<file path="config.mk">
export PLATFORM = sky130hd
export DESIGN_NAME = cpu_run_ctrl
export DESIGN_NICKNAME = d
export VERILOG_FILES = /design/src/rtl/cpu_run_ctrl.sv
export SDC_FILE = /design/constraint.sdc
export NUM_CORES = 1
export LEC_CHECK = 0
export ABC_AREA = 1
export ABC_CLOCK_PERIOD_IN_PS = 1700
export CORE_MARGIN = 3
export CORE_UTILIZATION = 50
export DETAILED_ROUTE_END_ITERATION = 10
export DONT_BUFFER_PORTS = 1
export PLACE_DENSITY = 0.68
export REMOVE_ABC_BUFFERS = 1
export SLEW_MARGIN = 0
export SYNTH_ARGS = -nofsm -noshare
export SYNTH_HDL_FRONTEND = slang
export SYNTH_SLANG_ARGS = --single-unit
</file>
<file path="constraint.sdc">
create_clock -name clk -period 1.7 [get_ports clk]
set_clock_uncertainty 0.15 [all_clocks]
set_input_delay 0.425 -clock clk [delete_from_list [all_inputs] [get_ports clk]]
set_output_delay 0.425 -clock clk [all_outputs]
set_load 0.02 [all_outputs]
</file>
<file path="src/rtl/cpu_run_ctrl.sv">
// Run-control sequencer for the single-cycle CPU.
// A start request initialises the PC for one cycle and then enables execution.
// Load/store instructions are stalled for MEM_LAT extra cycles before they commit.
// Execution ends at halt (DONE) or when the watchdog expires (TIMEOUT).
// cycle_count counts RUN cycles since the last INIT.
module cpu_run_ctrl #(
    parameter int CYCLE_W    = 16,
    parameter int MAX_CYCLES = 1000,
    parameter int MEM_LAT    = 1
) (
    input  logic               clk,
    input  logic               reset,
    input  logic               start,
    input  logic               halt,
    input  logic               mem_op,
    output logic               pc_init,
    output logic               pc_en,
    output logic               commit_en,
    output logic               busy,
    output logic               done,
    output logic               timeout,
    output logic [CYCLE_W-1:0] cycle_count
);

    typedef enum logic [2:0] {
        IDLE,
        INIT,
        RUN,
        DONE,
        TIMEOUT
    } state_t;

    // cycle_count holds this value during the last cycle the watchdog allows.
    localparam logic [CYCLE_W-1:0] LAST_CYCLE = CYCLE_W'(MAX_CYCLES - 1);
    localparam logic [2:0]         STALL_MAX  = 3'(MEM_LAT);

    state_t     state;
    logic [2:0] stall_cnt;
    logic       at_limit;
    logic       mem_stall;

    // stall_cnt only ever counts up to STALL_MAX and then clears, so an
    // equality test is the same as stall_cnt < MEM_LAT. It also behaves
    // correctly when MEM_LAT is 0.
    assign at_limit  = (cycle_count == LAST_CYCLE);
    assign mem_stall = mem_op && (stall_cnt != STALL_MAX);

    // These flags depend only on the state.
    assign pc_init = (state == INIT);
    assign busy    = (state == INIT) || (state == RUN);
    assign done    = (state == DONE) || (state == TIMEOUT);
    assign timeout = (state == TIMEOUT);

    // Execution may advance only in an unstalled RUN cycle that is not halting
    // and has not reached the watchdog limit.
    always_comb begin
        pc_en     = 1'b0;
        commit_en = 1'b0;
        if (state == RUN && !halt && !at_limit && !mem_stall) begin
            pc_en     = 1'b1;
            commit_en = 1'b1;
        end
    end

    // State machine, stall counter and cycle counter.
    // NOTE: reset is synchronous, and every register here uses non-blocking
    // assignment so that all of them see the values from before the edge.
    always_ff @(posedge clk) begin
        if (reset) begin
            state       <= IDLE;
            stall_cnt   <= 3'd0;
            cycle_count <= '0;
        end else begin
            case (state)
                IDLE: begin
                    if (start) begin
                        state       <= INIT;
                        stall_cnt   <= 3'd0;
                        cycle_count <= '0;
                    end
                end
                INIT: begin
                    state       <= RUN;
                    stall_cnt   <= 3'd0;
                    cycle_count <= '0;
                end
                RUN: begin
                    cycle_count <= cycle_count + CYCLE_W'(1);
                    if (halt) begin
                        // halt takes priority over the watchdog and any stall.
                        state     <= DONE;
                        stall_cnt <= 3'd0;
                    end else if (at_limit) begin
                        state     <= TIMEOUT;
                        stall_cnt <= 3'd0;
                    end else if (mem_stall) begin
                        stall_cnt <= stall_cnt + 3'd1;
                    end else begin
                        stall_cnt <= 3'd0;
                    end
                end
                DONE, TIMEOUT: begin
                    // Terminal states. Only a new start request leaves them.
                    if (start) begin
                        state       <= INIT;
                        stall_cnt   <= 3'd0;
                        cycle_count <= '0;
                    end
                end
                default: begin
                    state     <= IDLE;
                    stall_cnt <= 3'd0;
                end
            endcase
        end
    end

endmodule

</file>
# ---- Word level (Yosys, flattened, before mapping)
# Index checks and enable logic that the tools add are counted.
# W data, S select, Z words.
dict set report word_totals {
  ff_bits 22
  latch_bits 0
  ramBits 0
  romBits 0
  input_bits 5
  out_inout_bits 22
  wordCells 39
  mem_count 0
}
dict set report op_classes {
  add_sub_neg 2
  multipliers 0
  div_mod_pow 0
  order_cmp 0
  eq_ne 8
  shift 0
  n_mux 12
  n_bitwise 0
  n_reduce_logical 14
}
# cell n
set ops {}
lappend ops {{$pmux W16 S3} 1}
lappend ops {{$mux W3} 7}
lappend ops {{$add A16 B1 Y16 const B} 1}
lappend ops {{$eq A16 B10 Y1 const B} 1}
lappend ops {{$mux W16} 1}
lappend ops {{$pmux W3 S3} 1}
lappend ops {{$eq A3 B2 Y1 const B} 2}
lappend ops {{$pmux W3 S2} 1}
lappend ops {{$logic_and A1 B1 Y1} 4}
lappend ops {{$reduce_and A2 Y1} 2}
lappend ops {{$add A3 B1 Y3 const B} 1}
lappend ops {{$eq A3 B1 Y1 const B} 1}
lappend ops {{$eq A3 B3 Y1 const B} 1}
lappend ops {{$logic_not A1 Y1} 3}
lappend ops {{$logic_not A3 Y1} 1}
lappend ops {{$ne A3 B1 Y1 const B} 1}
lappend ops {{$ne A3 B3 Y1 const B} 1}
lappend ops {{$reduce_bool A3 Y1} 1}
lappend ops {{$reduce_or A3 Y1} 1}
lappend ops {{$logic_or A1 B1 Y1} 2}
lappend ops {{$ne A2 B1 Y1 const B} 1}
lappend ops {{$mux W1} 1}

# ---- Longest topological paths before layout
# Gate-level depths: netlist of the first run.
dict set report logic_depth {
  ltp_word 6
  ltp_mapped 9
  ltp_nobuf 9
}

# ---- Worst setup path after synthesis of the first run
# Ideal clock, no wire load.
dict set report synth_path {
  path_type {reg-to-output}
  start {register state[2]}
  end {output pc_en}
  arrival_time_ps 1592
  required_ps 1125
  slack_ps -467
  path_stages_with_launch 7
  path_buffers 1
  cell_sequence {dfxtp_1 > nor3_4 > inv_4 > nor2_8 > nand2_4 > a21oi_1 > buf_4}
}
dict set report synth_via {
  elab_chain_cells 5
}
# item line_no
set synth_rtl {}
lappend synth_rtl {{from (decl)} 37} ;# state_t state;
lappend synth_rtl {{from (signal assigned)} 70} ;# state <= IDLE;
lappend synth_rtl {{from (signal assigned)} 77} ;# state <= INIT;
lappend synth_rtl {{from (signal assigned)} 83} ;# state <= RUN;
lappend synth_rtl {{$eq A3 B2 Y1} 59} ;# if (state == RUN && !halt && !at_limit && !mem_stall) begin
lappend synth_rtl {{$logic_and A1 B1 Y1 (3 in a row)} 59}
lappend synth_rtl {{$mux W1} --}
lappend synth_rtl {{to (decl)} 17} ;# output logic pc_en,
# Every way passes these cells.

# ---- Worst setup path in the final report of the first run
dict set report layout_path {
  start {register cycle_count[7]}
  end {output commit_en}
}
dict set report layout_via {
  elab_chain_cells 5
}
# item line_no
set layout_rtl {}
lappend layout_rtl {{from (decl)} 22} ;# output logic [CYCLE_W-1:0] cycle_count
lappend layout_rtl {{from (signal assigned)} 88} ;# cycle_count <= cycle_count + CYCLE_W'(1);
lappend layout_rtl {{$eq A16 B10 Y1} 45} ;# assign at_limit = (cycle_count == LAST_CYCLE);
lappend layout_rtl {{$logic_not A1 Y1} 59}
lappend layout_rtl {{$logic_and A1 B1 Y1 (2 in a row)} 59}
lappend layout_rtl {{$mux W1} 59}
lappend layout_rtl {{to (decl)} 18} ;# output logic commit_en,
# Every way passes these cells.

==> results.sh, run 1 <==
export IMPL_status="complete, but fails checks"
export IMPL_violations="negative setup slack"
export IMPL_tightestPinTransition_ns=0.292
export IMPL_endpoint="commit_en"
export IMPL_synth_seq_cells=22
export IMPL_ios=27
export IMPL_finalWorstSetupSlack_ns=-0.267
export IMPL_final_cells=293
export IMPL_crit_start="cycle_count[7]$_SDFFE_PP0P_"
export IMPL_synthesis_area_sq_um=1440
export IMPL_final_nets=273
export IMPL_postSynthCellCount=223
export IMPL_muxShareOfSynthArea=0
export IMPL_yosys_warnings=0
export IMPL_synth_xor_area_frac=0
export IMPL_total_power_uw=1940
export IMPL_grt_pass1_vias=1496
export IMPL_p_leak_uw=0.000825
export IMPL_fin_crit_sh=1.16
export IMPL_relSlewSlack=0.805
export IMPL_antenna_found_initial=0
export IMPL_switching_share=0.443
export IMPL_grt_use_total=0.236
export IMPL_power_frac_seq=0.304
export IMPL_synth_area_leaders="dfxtp_1, nand2_1, nor2_1"
export IMPL_synthSimpleGateAreaFrac=0.472
export IMPL_wire_per_inst_um=14.0
export IMPL_core_sq_um=2610
export IMPL_p_switching_uw=860
export IMPL_io_buffers=0
export IMPL_synth_area_leader_cell="dfxtp_1"
export IMPL_drv_slew=0
export IMPL_synth_top_area_share=0.306
export IMPL_crit_fanout=3
export IMPL_die_h_um=59.6
export IMPL_rsz0062_at_grt="true"
export IMPL_vias_per_cell=5.34
export IMPL_finish_utilization=0.747
export IMPL_grt_ovfl_total=0
export IMPL_path_class="flip-flop to output port"
export IMPL_grt_max_degree=13
export IMPL_synth_top_family_by_area="simple AND/OR/NAND/NOR gates"
export IMPL_ff2ff_path_depth=11
export IMPL_drtIter0Drc=89
export IMPL_p_comb_frac=0.568
export IMPL_dieWidth_um=59.6
export IMPL_peakVddDrop_uv=1140
export IMPL_h_tree_depth=1
export IMPL_antennaDiodeCount=0
export IMPL_clkSinkCount=22
export IMPL_cts_buffers=3
export IMPL_fill_cells=188
export IMPL_detail_route_wirelength_mm=4.10
export IMPL_rrSetupSlack_ns=0.02
export IMPL_max_freq_mhz=508
export IMPL_timing_critical_path_to_type="output port"
export IMPL_start_util=0.551
export IMPL_cts_reportedPaths_clkPinSlew_ns=0.13
export IMPL_min_period_ns=1.97
export IMPL_cts_root_buf="clkbuf_4"
export IMPL_cp_required_ns=1.12
export IMPL_dp_hpwl_mm=2.78
export IMPL_hold_violations=0
export IMPL_grt_pass1_wl_mm=6.47
export IMPL_gp_congestion=0.865
export IMPL_clockPowerShare=0.127
export IMPL_cp_arrival_ns=1.39
export IMPL_r2r_end="cycle_count[10]$_SDFFE_PP0P_"
export IMPL_firstDrtPassIters=4
export IMPL_synth_compound_gate_area_share=0.105
export IMPL_fp_row_count=18
export IMPL_dieArea_sq_um=3560
export IMPL_vias=1565
export IMPL_dp_cells=281
export IMPL_r2r_start="cycle_count[1]$_SDFFE_PP0P_"
export IMPL_fin_area_sq_um=1950
export IMPL_synth_avg_cell_area_sq_um=6.45
export IMPL_clk_latency_ns=0.31
export IMPL_clk_path_buf_depth=2
export IMPL_seq_area_frac_synth=0.306
export IMPL_start_kind="flip-flop"
export IMPL_cts_tree="yes"
export IMPL_ys_types=23
export IMPL_multi_input_area_sq_um=983
export IMPL_internal_power_uw=1080
export IMPL_drc=0
export IMPL_synthAdderAreaFrac=0.0261
export IMPL_ant_nets=0
export IMPL_finalSetupViolCount=4
export IMPL_hold_path_class="input pin to flip-flop"
export IMPL_place_area_sq_um=1700
export IMPL_drive_gt1_frac=0.346
export IMPL_maxCapViolations=0
export IMPL_power_density_nw_per_um2=996
export IMPL_area_delta_synth_final_pct=35.6
export IMPL_regArea_sq_um=448
-- worst min path at each step --
stage	from	to	depth (start not counted)
after floorplan	state[1]$_SDFFE_PP0P_	state[1]$_SDFFE_PP0P_	2
after global placement	reset	cycle_count[5]$_SDFFE_PP0P_	1
after detailed placement	reset	cycle_count[3]$_SDFFE_PP0P_	1
after CTS	reset	cycle_count[6]$_SDFFE_PP0P_	1
after global routing	reset	stall_cnt[0]$_SDFFE_PP0P_	1
final	reset	stall_cnt[0]$_SDFFE_PP0P_	1
-- power by group through the flow --
stage                     logic [uW]  clock network (uW)  registers, uW
after detailed placement         817                   0            591
after global placement           798                   0            588
after CTS                        939                 251            590
after floorplan                  511                   0            613
after global routing            1180                 274            598
final                           1100                 247            592
-- cells by family after synthesis --
family / Yosys count
AOI/OAI and AO/OA: 27
adders and majority gates: 3
buffers and inverters: 31
DFF: 22
and+or+nand+nor: 140
-- routing by layer --
metal / track usage / share of wire / routed length (um) / up-vias
met5: 0 / 0 / 0 / -
met2: 0.415 / 0.53 / 2180 / 43
met1: 0.283 / 0.39 / 1610 / 718
li1: - / - / - / 789
met3: 0.0392 / 0.045 / 186 / 15
met4: 0.0886 / 0.031 / 127 / 0
-- state kept, by name, summed over array words and instances, names as in the netlist --
name         count
cycle_count     16
stall_cnt        3
state            3
-- cell type report --
cell class | count | area share
repair buffers | 40 | 0.175
flip-flops and latches | 22 | 0.230
inverters | 28 | 0.0603
well taps | 30 | 0.0192
multi-input cells | 170 | 0.504
clock buffers | 3 | 0.0115
-- critical path, stage by stage, from the launching register on --
cell     delay [ns]
dfxtp_1        0.35
nand2_1        0.10
inv_1          0.10
nand2_1        0.07
nor2_2         0.12
nand2_2        0.08
nand2_4        0.08
a21oi_2        0.04
buf_6          0.14
-- through the flow --
step / hold WS (ns) / setup TNS [ns] / setup WS, ns
after floorplan: 0.329 / -0.961 / -0.481
after global placement: 0.346 / 0 / 0.0332
after detailed placement: 0.348 / 0 / 0.00375
after CTS: 0.00315 / -0.791 / -0.272
after global routing: 0.00270 / -1.33 / -0.344
final: 0.0180 / -0.781 / -0.267
-- what timing repair did --
action / 4_1_cts / 5_1_grt
hold endpoints to repair: 0 / 7
resized for setup: 25 / 22
endpoints found under the setup margin: 8 / 14
pin swaps: 5 / 5
buffers inserted: 3 / 5
hold buffers: 0 / 1
-- placed cells by master (no fill, tap or decap), types with 2 or more instances in the layout --
master / instances
dfxtp_1: 16
o21ai_0: 5
a21oi_1: 17
nand2_4: 6
nor2_4: 5
nand3_2: 6
nand3_1: 20
dfxtp_2: 6
buf_6: 7
ha_1: 2
nor2_1: 31
buf_4: 31
inv_1: 23
inv_4: 3
nand2_1: 54
nor2_2: 5
or2_2: 2
nand2_2: 5
clkbuf_4: 3
-- synth_stat cells --
library cell	count
a21boi_4	1
a21oi_1	18
buf_4	1
buf_6	1
clkbuf_1	1
dfxtp_1	22
ha_1	3
inv_1	23
inv_2	4
inv_4	1
nand2_1	57
nand2_2	3
nand2_4	6
nand3_1	21
nand3_2	6
nand4_1	1
nor2_1	41
nor2_8	1
nor3_1	1
nor3_4	1
o21ai_0	7
o21bai_1	1
or2_2	2
(Power assumes the default switching activity.)
==> run 2: changes to the inputs <==
TNS_END_PERCENT = 30   (was default)
==> run 2 against run 1 <==
  * The flow still finishes with violations (negative setup slack)
  * Utilization is 4.5 points lower
  * Worst hold slack better by 0.0021 ns
  * Clock power is 4% lower
  * Maximum frequency is 1.1% higher
  * Wire length is 13% lower
  * Combinational power is 16% lower
  * Flip-flop and latch count stayed put
  * Non-clock buffer count is 7 lower
  * Largest power group unchanged
==> results.sh, run 2 (synthesis gave the netlist of run 1 again) <==
export IMPL_detail_route_wirelength_mm=3.58
export IMPL_start_util=0.551
export IMPL_status="complete, but fails checks"
export IMPL_dieWidth_um=59.6
export IMPL_p_switching_uw=766
export IMPL_final_cell_mix="nand2_1, nor2_1, buf_4"
export IMPL_fill_cells=218
export IMPL_maxCapViolations=0
export IMPL_ant_nets=0
export IMPL_antennaDiodeCount=0
export IMPL_die_h_um=59.6
export IMPL_tightestPinTransition_ns=0.270
export IMPL_hold_path_class="input pin to flip-flop"
export IMPL_vias_per_cell=5.17
export IMPL_cp_arrival_ns=1.37
export IMPL_vias=1480
export IMPL_dp_hpwl_mm=2.78
export IMPL_dp_cells=281
export IMPL_peakVddDrop_uv=1040
export IMPL_cts_tree="yes"
export IMPL_finalWorstSetupSlack_ns=-0.246
export IMPL_grt_ovfl_total=0
export IMPL_crit_start="state[2]$_SDFFE_PP0P_"
export IMPL_place_ws_ns=0.00375
export IMPL_cts_reportedPaths_clkPinSlew_ns=0.12
export IMPL_dieArea_sq_um=3560
export IMPL_largest_reg_flops=16
export IMPL_multi_input_area_sq_um=942
export IMPL_start_kind="flip-flop"
export IMPL_antenna_found_initial=0
export IMPL_io_buffers=0
export IMPL_gp_congestion=0.865
export IMPL_regMostFlops="cycle_count"
export IMPL_grt_use_total=0.224
export IMPL_clockPowerShare=0.136
export IMPL_cts_buffers=3
export IMPL_rsz0062_at_grt="true"
export IMPL_place_area_sq_um=1700
export IMPL_clkSinkCount=22
export IMPL_hold_violations=0
export IMPL_p_leak_uw=0.000779
export IMPL_power_density_nw_per_um2=953
export IMPL_firstDrtPassIters=4
export IMPL_power_frac_seq=0.336
export IMPL_total_power_uw=1750
export IMPL_internal_power_uw=982
export IMPL_clk_path_buf_depth=2
export IMPL_violations="negative setup slack"
export IMPL_path_class="flip-flop to output port"
export IMPL_drive_gt1_frac=0.313
export IMPL_area_delta_synth_final_pct=27.5
export IMPL_timing_hold_ws_ns=0.0202
export IMPL_fin_crit_sh=1.14
export IMPL_switching_share=0.438
export IMPL_grt_max_degree=13
export IMPL_core_sq_um=2610
export IMPL_final_cells=286
export IMPL_clk_latency_ns=0.30
export IMPL_ios=27
export IMPL_wire_per_inst_um=12.5
export IMPL_layout_commonest_cell="nand2_1"
export IMPL_rrSetupSlack_ns=0.05
export IMPL_h_tree_depth=1
export IMPL_grt_pass1_vias=1460
export IMPL_p_comb_frac=0.528
export IMPL_regArea_sq_um=448
export IMPL_r2r_start="cycle_count[1]$_SDFFE_PP0P_"
export IMPL_cp_required_ns=1.12
export IMPL_largestRegisters="cycle_count x16, stall_cnt x3, state x3"
export IMPL_relSlewSlack=0.820
export IMPL_crit_fanout=2
export IMPL_drv_slew=0
export IMPL_max_freq_mhz=514
export IMPL_cts_root_buf="clkbuf_4"
export IMPL_timing_critical_path_to_type="output port"
export IMPL_min_from="reset"
export IMPL_min_period_ns=1.95
export IMPL_grt_pass1_wl_mm=6.17
export IMPL_finalSetupViolCount=5
export IMPL_fp_row_count=18
export IMPL_drc=0
export IMPL_fin_area_sq_um=1830
export IMPL_drtIter0Drc=90
export IMPL_final_nets=266
## run 2: what timing repair did
item / 4_1_cts / 5_1_grt
pin swaps: 3 / 1
endpoints found under the setup margin: 8 / 12
hold endpoints to repair: 0 / 7
gates resized for setup: 19 / 12
hold buffers: 0 / 1
buffers inserted: 1 / 0
## run 2: worst paths after layout
check / endpoint / cells past startpoint
max: commit_en / 6
min: stall_cnt[0]$_SDFFE_PP0P_ / 1
max reg2reg: cycle_count[13]$_SDFFE_PP0P_ / 9
min reg2reg: stall_cnt[0]$_SDFFE_PP0P_ / 2
## run 2: critical path: stages, from the launching register on
cell and delay, ns:
dfxtp_2 0.35, nor3_4 0.22, inv_4 0.07, nor2_8 0.09, nand2_4 0.05, a21oi_2 0.11
buf_6 0.16
## run 2: power groups by stage
stage | sequential (uW) | combinational, uW | clock [uW]
finish | 587 | 923 | 238
global route | 594 | 998 | 274
CTS | 587 | 870 | 251
detailed placement | 591 | 817 | 0
global placement | 588 | 798 | 0
floorplan | 613 | 511 | 0
## run 2: metal layers
| layer | GRT usage | vias up | wire [um] |
|---|---|---|---|
| li1 | - | 777 | - |
| met1 | 0.275 | 663 | 1520 |
| met2 | 0.392 | 34 | 1820 |
| met3 | 0.0327 | 6 | 190 |
| met4 | 0.0791 | 0 | 50 |
| met5 | 0 | - | 0 |
## run 2: layout make-up
type,count,area share
sequential,22,0.244
timing repair buffer,33,0.149
clock buffer,3,0.0123
inverter,28,0.0600
tap,30,0.0205
multi-input combinational,170,0.514
## run 2: stage by stage
| step | setup TNS [ns] | utilization |
|---|---|---|
| global placement | 0 | 0.650 |
| finish | -0.784 | 0.702 |
| floorplan | -0.961 | - |
| global route | -1.34 | 0.702 |
| detailed placement | 0 | 0.650 |
| CTS | -0.865 | 0.685 |
==> run 3: changes to the inputs <==
ABC_CLOCK_PERIOD_IN_PS = 2280   (was 1700)
PLACE_DENSITY = default   (was 0.68)
clock period = 2.28 ns   (was 1.7 ns; I/O delays follow)
==> run 3 against run 2 <==
  * The flow now finishes without violations
  * Wire length down 5.6%
  * Register-to-register slack better by 0.62 ns
  * Combinational power down 42%
  * Critical path depth up 1
  * Clock power down 4%
  * Flip-flop and latch count unchanged
  * Non-clock buffer count down 10
  * Die area unchanged
  * Final area down 8.3%
  * Largest cell class unchanged
==> results.sh, run 3 (synthesis gave the netlist of run 1 again) <==
export IMPL_timing_critical_path_to_type="output port"
export IMPL_cts_reportedPaths_clkPinSlew_ns=0.13
export IMPL_cts_root_buf="clkbuf_4"
export IMPL_path_class="flip-flop to output port"
export IMPL_maxCapViolations=0
export IMPL_drc=0
export IMPL_regMostFlops="cycle_count"
export IMPL_postCtsHoldBufs=0
export IMPL_fin_crit_sh=0.984
export IMPL_ios=27
export IMPL_antennaDiodeCount=0
export IMPL_place_ws_ns=0.330
export IMPL_multi_input_area_sq_um=875
export IMPL_place_area_sq_um=1600
export IMPL_drv_slew=0
export IMPL_die_h_um=59.6
export IMPL_grt_max_degree=13
export IMPL_vias_per_cell=5.23
export IMPL_fp_row_count=18
export IMPL_peakVddDrop_uv=510
export IMPL_min_period_ns=2.24
export IMPL_cts_buffers=3
export IMPL_h_tree_depth=1
export IMPL_clk_path_buf_depth=2
export IMPL_wl_met1_mm=1.53
export IMPL_dieArea_sq_um=3560
export IMPL_hold_violations=0
export IMPL_area_delta_synth_final_pct=16.9
export IMPL_start_util=0.551
export IMPL_wl_met2_mm=1.63
export IMPL_wire_per_inst_um=12.2
export IMPL_crit_chain="inv_4, nor3_4, inv_4, nor2_8, nand2_4, a21oi_2, buf_6"
export IMPL_relSlewSlack=0.739
export IMPL_largestRegisters="cycle_count x16, stall_cnt x3, state x3"
export IMPL_cp_slowest_cell="dfxtp_4"
export IMPL_hold_depth=1
export IMPL_crit_fanout=4
export IMPL_clkSinkCount=22
export IMPL_max_freq_mhz=446
export IMPL_cp_arrival_ns=1.52
export IMPL_start_kind="flip-flop"
export IMPL_final_cell_mix="nand2_1, nor2_1, inv_1"
export IMPL_antenna_found_initial=0
export IMPL_cp_required_ns=1.56
export IMPL_largest_reg_flops=16
export IMPL_grt_use_total=0.207
export IMPL_detail_route_wirelength_mm=3.38
export IMPL_drtIter0Drc=70
export IMPL_total_power_uw=1220
export IMPL_rsz0062_at_grt="true"
export IMPL_vias=1450
export IMPL_fin_area_sq_um=1680
export IMPL_grt_pass1_vias=1350
export IMPL_dieWidth_um=59.6
export IMPL_cts_tree="yes"
export IMPL_regArea_sq_um=447
export IMPL_fill_cells=250
export IMPL_final_nets=256
export IMPL_grt_pass1_wl_mm=5.68
export IMPL_ff2ff_path_depth=9
export IMPL_ant_nets=0
export IMPL_io_buffers=0
export IMPL_core_sq_um=2610
export IMPL_hold_path_class="input pin to flip-flop"
export IMPL_power_density_nw_per_um2=723
export IMPL_finalSetupViolCount=0
export IMPL_status="finished, final reports clean"
export IMPL_firstDrtPassIters=4
export IMPL_clk_latency_ns=0.33
export IMPL_route_met3_wl_um=182
export IMPL_dp_hpwl_mm=2.66
export IMPL_p_leak_uw=0.000725
export IMPL_drive_gt1_frac=0.231
export IMPL_crit_top_cell="inv_4"
export IMPL_grt_ovfl_total=0
export IMPL_top_layer_used="met4"
export IMPL_gp_congestion=0.803
export IMPL_tightestPinTransition_ns=0.390
export IMPL_finalWorstSetupSlack_ns=0.0372
export IMPL_layout_commonest_cell="nand2_1"
export IMPL_max_stage_delay_ns=0.40
-- run 3: path summary, 6_finish.rpt --
kind,slack [ns],end,start
hold reg to reg,0.37,state[1]$_SDFFE_PP0P_,state[1]$_SDFFE_PP0P_
setup / recovery,0.04,commit_en,state[1]$_SDFFE_PP0P_
setup reg to reg,0.67,cycle_count[9]$_SDFFE_PP0P_,cycle_count[0]$_SDFFE_PP0P_
hold / removal,0.13,cycle_count[4]$_SDFFE_PP0P_,reset
-- run 3: metrics by stage --
stage                     utilization  instances  TNS (ns)  hold WS, ns
after floorplan                     -        220   -0.0914        0.329
after global placement          0.614        270         0        0.342
after detailed placement        0.614        270         0        0.344
after CTS                       0.628        274         0        0.134
after global routing            0.644        277   -0.0749        0.137
final                           0.644        277         0        0.135
-- run 3: cell type report --
class / count / area share
repair buffers: 23 / 0.105
clock buffers: 4 / 0.0216
multi-input cells: 170 / 0.520
flip-flops and latches: 22 / 0.266
inverters: 28 / 0.0655
well taps: 30 / 0.0223
-- run 3: where the power goes --
part | switching [uW] | internal, uW | leakage, uW
Sequential | 41.9 | 413 | 0.000180
Combinational | 356 | 175 | 0.000525
Clock | 131 | 97.9 | 0.0000210
-- run 3: worst max-delay path: cells and delay by family (launching register included) --
kind / cells / cell delay [ns]
flops: 1 / 0.40
simple gates: 3 / 0.39
buf+inv: 3 / 0.27
compound gates: 1 / 0.12
-- run 3: metal layers --
| layer | track usage | vias up |
|---|---|---|
| met2 | 0.369 | 34 |
| met1 | 0.249 | 657 |
| met5 | 0 | - |
| met4 | 0.0570 | 0 |
| met3 | 0.0392 | 5 |
| li1 | - | 754 |
-- run 3: timing repair --
item,4_1_cts,5_1_grt
pin swaps,0,1
gates resized for setup,1,7
setup buffers,0,3
setup endpoints to repair,2,2
==> RTL change 1: new RTL, flow settings as in run 1 <==
Set the parameter `CYCLE_W` to 24 (it was 16).
--- a/src/rtl/cpu_run_ctrl.sv
+++ b/src/rtl/cpu_run_ctrl.sv
@@ -4,7 +4,7 @@
 // Execution ends at halt (DONE) or when the watchdog expires (TIMEOUT).
 // cycle_count counts RUN cycles since the last INIT.
 module cpu_run_ctrl #(
-    parameter int CYCLE_W    = 16,
+    parameter int CYCLE_W    = 24,
     parameter int MAX_CYCLES = 1000,
     parameter int MEM_LAT    = 1
 ) (
Ports: changed (resized cycle_count); port bits go from 27 to 35. The function was not compared with the original's and may differ.
==> RTL change 1 against run 1 <==
The run still ends with negative setup slack left. Routed wire length increased by 36%. Final area increased by 37%. Area after synthesis increased by 28%. Global-route usage decreased by 0.52 points. Non-clock buffer count increased by 19. Largest cell class unchanged. Count of clock-buffer cells in the layout increased by 3. Sequential cell count increased by 8. Critical path type unchanged. Setup slack got worse by 0.047 ns. Synthesized cell count increased by 30%. Clock power increased to 2.5 times the old value. Power increased by 36%. Core utilization increased by 2.8 points. Fmax decreased by 2.3%. Critical endpoint is now pc_en.
==> RTL change 1: results (changes against run 1) <==
Timing
  – Worst setup margin: -0.314 ns (-0.0469 ns)
  – Final setup violation count: 20 (+16)
  – Slew Limit Headroom: 0.815 (+0.00994)

Cells and area
  – Layout non-clock buf frac: 0.180 (+0.00500)
  – Multi-input gates: 224 (+32%)
  – Multi-input gate area: 1290 sq um (+31%)
  – Nonclk inv count: 34 (+21%)
  – CLK BUF: 6 (+3)
  – # fillers: 257 (+37%)
  – Fraction of area in registers: 0.228 (-0.00121)

Status
  – Outcome: complete, but fails checks
  – Failing checks: negative setup slack

Yosys
  – Top cell types by occurrence after synthesis: 79 x nand2_1, 55 x nor2_1, 30 x dfxtp_1
  – Sequential share of the synthesized area: 0.326 (+0.0200)
  – Syn Area/Cell: 6.33 sq um (-1.9%)
  – Ranking of synthesized cells by area: dfxtp_1 33%, nand2_1 16%, nor2_1 11%, nand3_1 6.3%, inv_1 5.7%

Detailed routing
  – Vias per cell: 5.14 (-3.7%)
  – Met3 Wirelength: 355 microns (+91%)

Critical path
  – Worst r2r src: state[1]
  – CP startpoint: cycle_count[1]
  – Worst r2r path cells: 12 (+1)

Global routing
  – Largest net degree at the start of global routing: 18 (+5)
  – First-pass GRT wire length: 7870 microns (+22%)
  – Met3 Track Usage GR: 0.0708 (+0.0316)
  – GRT Util Overall: 0.231 (-0.00518)

Placed design
  – RePlAce Congestion: 0.804 (-7.0%)
  – Cell Area, Placed: 2170 sq um (+27%)

Clocking
  – Inserted Clock Buffers: 5 (+2)
  – Clk slew on worst S/H paths: 0.07 ns (-0.06 ns)
  – Skew-Pair Late Insertion Delay: 0.29 ns (-0.02 ns)

Die
  – Core Area: 3440 sq um (+32%)
-- RTL change 1: cells by family (layout without fill, tap and decap cells) --
kind of cell               Yosys count  after routing  share of synthesized area
AOI/OAI and AO/OA                   31             31                     0.0910
adders and majority gates            3              3                     0.0204
buffers and inverters               39            101                     0.0985
DFF                                 30             30                      0.326
and+or+nand+nor                    188            190                      0.464
-- RTL change 1: power groups by stage --
stage,combinational (mW),sequential [mW],clock [mW]
after floorplan,0.438,0.792,0
after global placement,0.683,0.782,0
after detailed placement,0.686,0.784,0
after CTS,0.777,0.781,0.622
after global routing,1.32,0.799,0.655
final,1.24,0.795,0.620
-- RTL change 1: how the worst min path moves through the flow --
stage | from | slack (ns) | cells past startpoint | end
final | reset | 0.04 | 1 | cycle_count[1]
after global routing | reset | 0.04 | 1 | cycle_count[15]
after CTS | reset | 0.04 | 1 | cycle_count[1]
after detailed placement | reset | 0.35 | 1 | cycle_count[5]
after global placement | stall_cnt[0] | 0.34 | 2 | stall_cnt[0]
after floorplan | state[1] | 0.32 | 2 | state[1]
==> RTL change 2: new RTL, flow settings as in run 1 <==
Without the edit above. Re-encode `state_t` (5 states) as Gray code, 3 bits wide.
--- a/src/rtl/cpu_run_ctrl.sv
+++ b/src/rtl/cpu_run_ctrl.sv
@@ -23,11 +23,11 @@
 );
 
     typedef enum logic [2:0] {
-        IDLE,
-        INIT,
-        RUN,
-        DONE,
-        TIMEOUT
+        IDLE    = 3'b000,
+        INIT    = 3'b001,
+        RUN     = 3'b011,
+        DONE    = 3'b010,
+        TIMEOUT = 3'b110
     } state_t;
 
     // cycle_count holds this value during the last cycle the watchdog allows.
Check against the original RTL: same outputs for any inputs over 10 cycles, from zero or initial values and one cycle with reset high; not proved beyond that.
==> RTL change 2 against run 1 <==
The flow still finishes with violations (negative setup slack). Sequential cell count is the same. Core utilization is 2.9 points lower. Final area down 17%. Setup slack got worse by 0.022 ns. Area after synthesis shrank 15%. Routed wire length down 27%. Register-to-register slack better by 0.08 ns. Critical endpoint unchanged. Highest routed layer unchanged.
Power is not compared: it rests on default switching activity, and its combinational part moved more than twofold at a synthesized area within 25%.
==> RTL change 2: results (changes against run 1) <==
Status
  – Outcome: complete, but fails checks
  – Failing checks: negative setup slack

Yosys
  – Top cell types by occurrence after synthesis: 45 x nand2_1, 34 x nor2_1, 26 x inv_1
  – Ranking of synthesized cells by area: dfxtp_1 36%, nand2_1 14%, nor2_1 10%, inv_1 8.0%, a21oi_1 7.8%
  – Synth cell types: 22 (-4.3%)
  – Sequential share of the synthesized area: 0.361 (+0.0549)

Global routing
  – Vias in the first global route: 1,133 (-24%)
  – Met3 Track Usage GR: 0.0327 (-0.00651)
  – Met1 Track Usage GR: 0.248 (-0.0351)
  – Met2 usage: 0.311 (-0.104)
  – Largest net degree at the start of global routing: 14 (+1)
  – GRT Util Overall: 0.192 (-0.0439)
  – First-pass GRT wire length: 4830 microns (-25%)

Cells and area
  – # nets final: 228 (-16%)
  – Layout cells sized above 1: 0.311 (-0.0355)
  – # fillers: 194 (+3.2%)

Detailed routing
  – Final WL: 2980 microns (-27%)
  – Vias per cell: 5.20 (-2.7%)
  – Initial DRC count: 37 (-58%)

Placed design
  – Pre-CTS WS: 0.0133 ns (+0.00952 ns)
  – RePlAce Congestion: 0.800 (-7.4%)
  – Dpl hpwl: 2130 microns (-23%)

Timing
  – TNS Setup: -0.577 ns (+0.204 ns)
  – Worst setup margin: -0.289 ns (-0.0215 ns)
  – Slew Limit Headroom: 0.812 (+0.00707)
  – Final setup violation count: 2 (-2)

Critical path
  – CP arrival: 1.41 ns (+0.02 ns)
-- RTL change 2: what timing repair did --
action / in CTS / in global routing
pin swaps: 2 / 6
hold buffers: 1 / 1
buffers inserted: 1 / 2
setup endpoints to repair: 5 / 16
hold endpoints to repair: 2 / 2
gates resized for setup: 18 / 21
-- RTL change 2: stage by stage --
stage / std cells / utilization
CTS: 245 / 0.685
global placement: 239 / 0.632
global route: 247 / 0.718
floorplan: 185 / -
detailed placement: 239 / 0.632
finish: 247 / 0.718
-- RTL change 2: cell type report --
type	instances	area [sq um]	share of cell area
Multi-Input combinational cell	137	746	0.461
Timing Repair Buffer	30	234	0.145
Clock buffer	3	22.5	0.0139
Clock inverter	1	30.0	0.0185
Inverter	26	103	0.0634
Tap cell	28	35.0	0.0216
Sequential cell	22	449	0.277
-- RTL change 2: logic make-up (layout without fill, tap and decap cells) --
logic type                 after synthesis  count (layout)  share of synthesized area
DFF                                     22              22                      0.361
adders and majority gates                3               3                     0.0308
AOI/OAI and AO/OA                       29              29                      0.128
and+or+nand+nor                        105             105                      0.378
buffers and inverters                   29              60                      0.102
-- RTL change 2: per-layer routing --
metal / routed length [microns] / part of all wire
met4: 99 / 0.033
met5: 0 / 0
met2: 1430 / 0.48
met3: 104 / 0.035
met1: 1350 / 0.45
-- RTL change 2: worst reg2reg max path, stage by stage (launching register included) --
cell	delay, ns
dfxtp_2	0.38
buf_4	0.11
buf_4	0.15
nand4_1	0.26
nor2_8	0.24
nand2_1	0.07
nand2_1	0.07
a21oi_1	0.07
-- RTL change 2: worst paths after layout --
kind / depth (start not counted) / slack [ns] / to / start
worst max-delay path: 8 / -0.29 / commit_en / cycle_count[8]
worst min-delay path: 3 / 0.17 / stall_cnt[2] / reset
worst max register to register: 7 / 0.10 / cycle_count[7] / cycle_count[0]
worst min register to register: 2 / 0.35 / stall_cnt[1] / stall_cnt[1]
-- RTL change 2: power by group --
part | leakage, nW | switching (mW) | total [mW] | internal (mW)
combinational | 0.496 | 0.118 | 0.182 | 0.0641
clock | 0.0279 | 0.173 | 0.412 | 0.238
sequential | 0.181 | 0.00836 | 0.534 | 0.526
total | 0.705 | 0.300 | 1.13 | 0.829
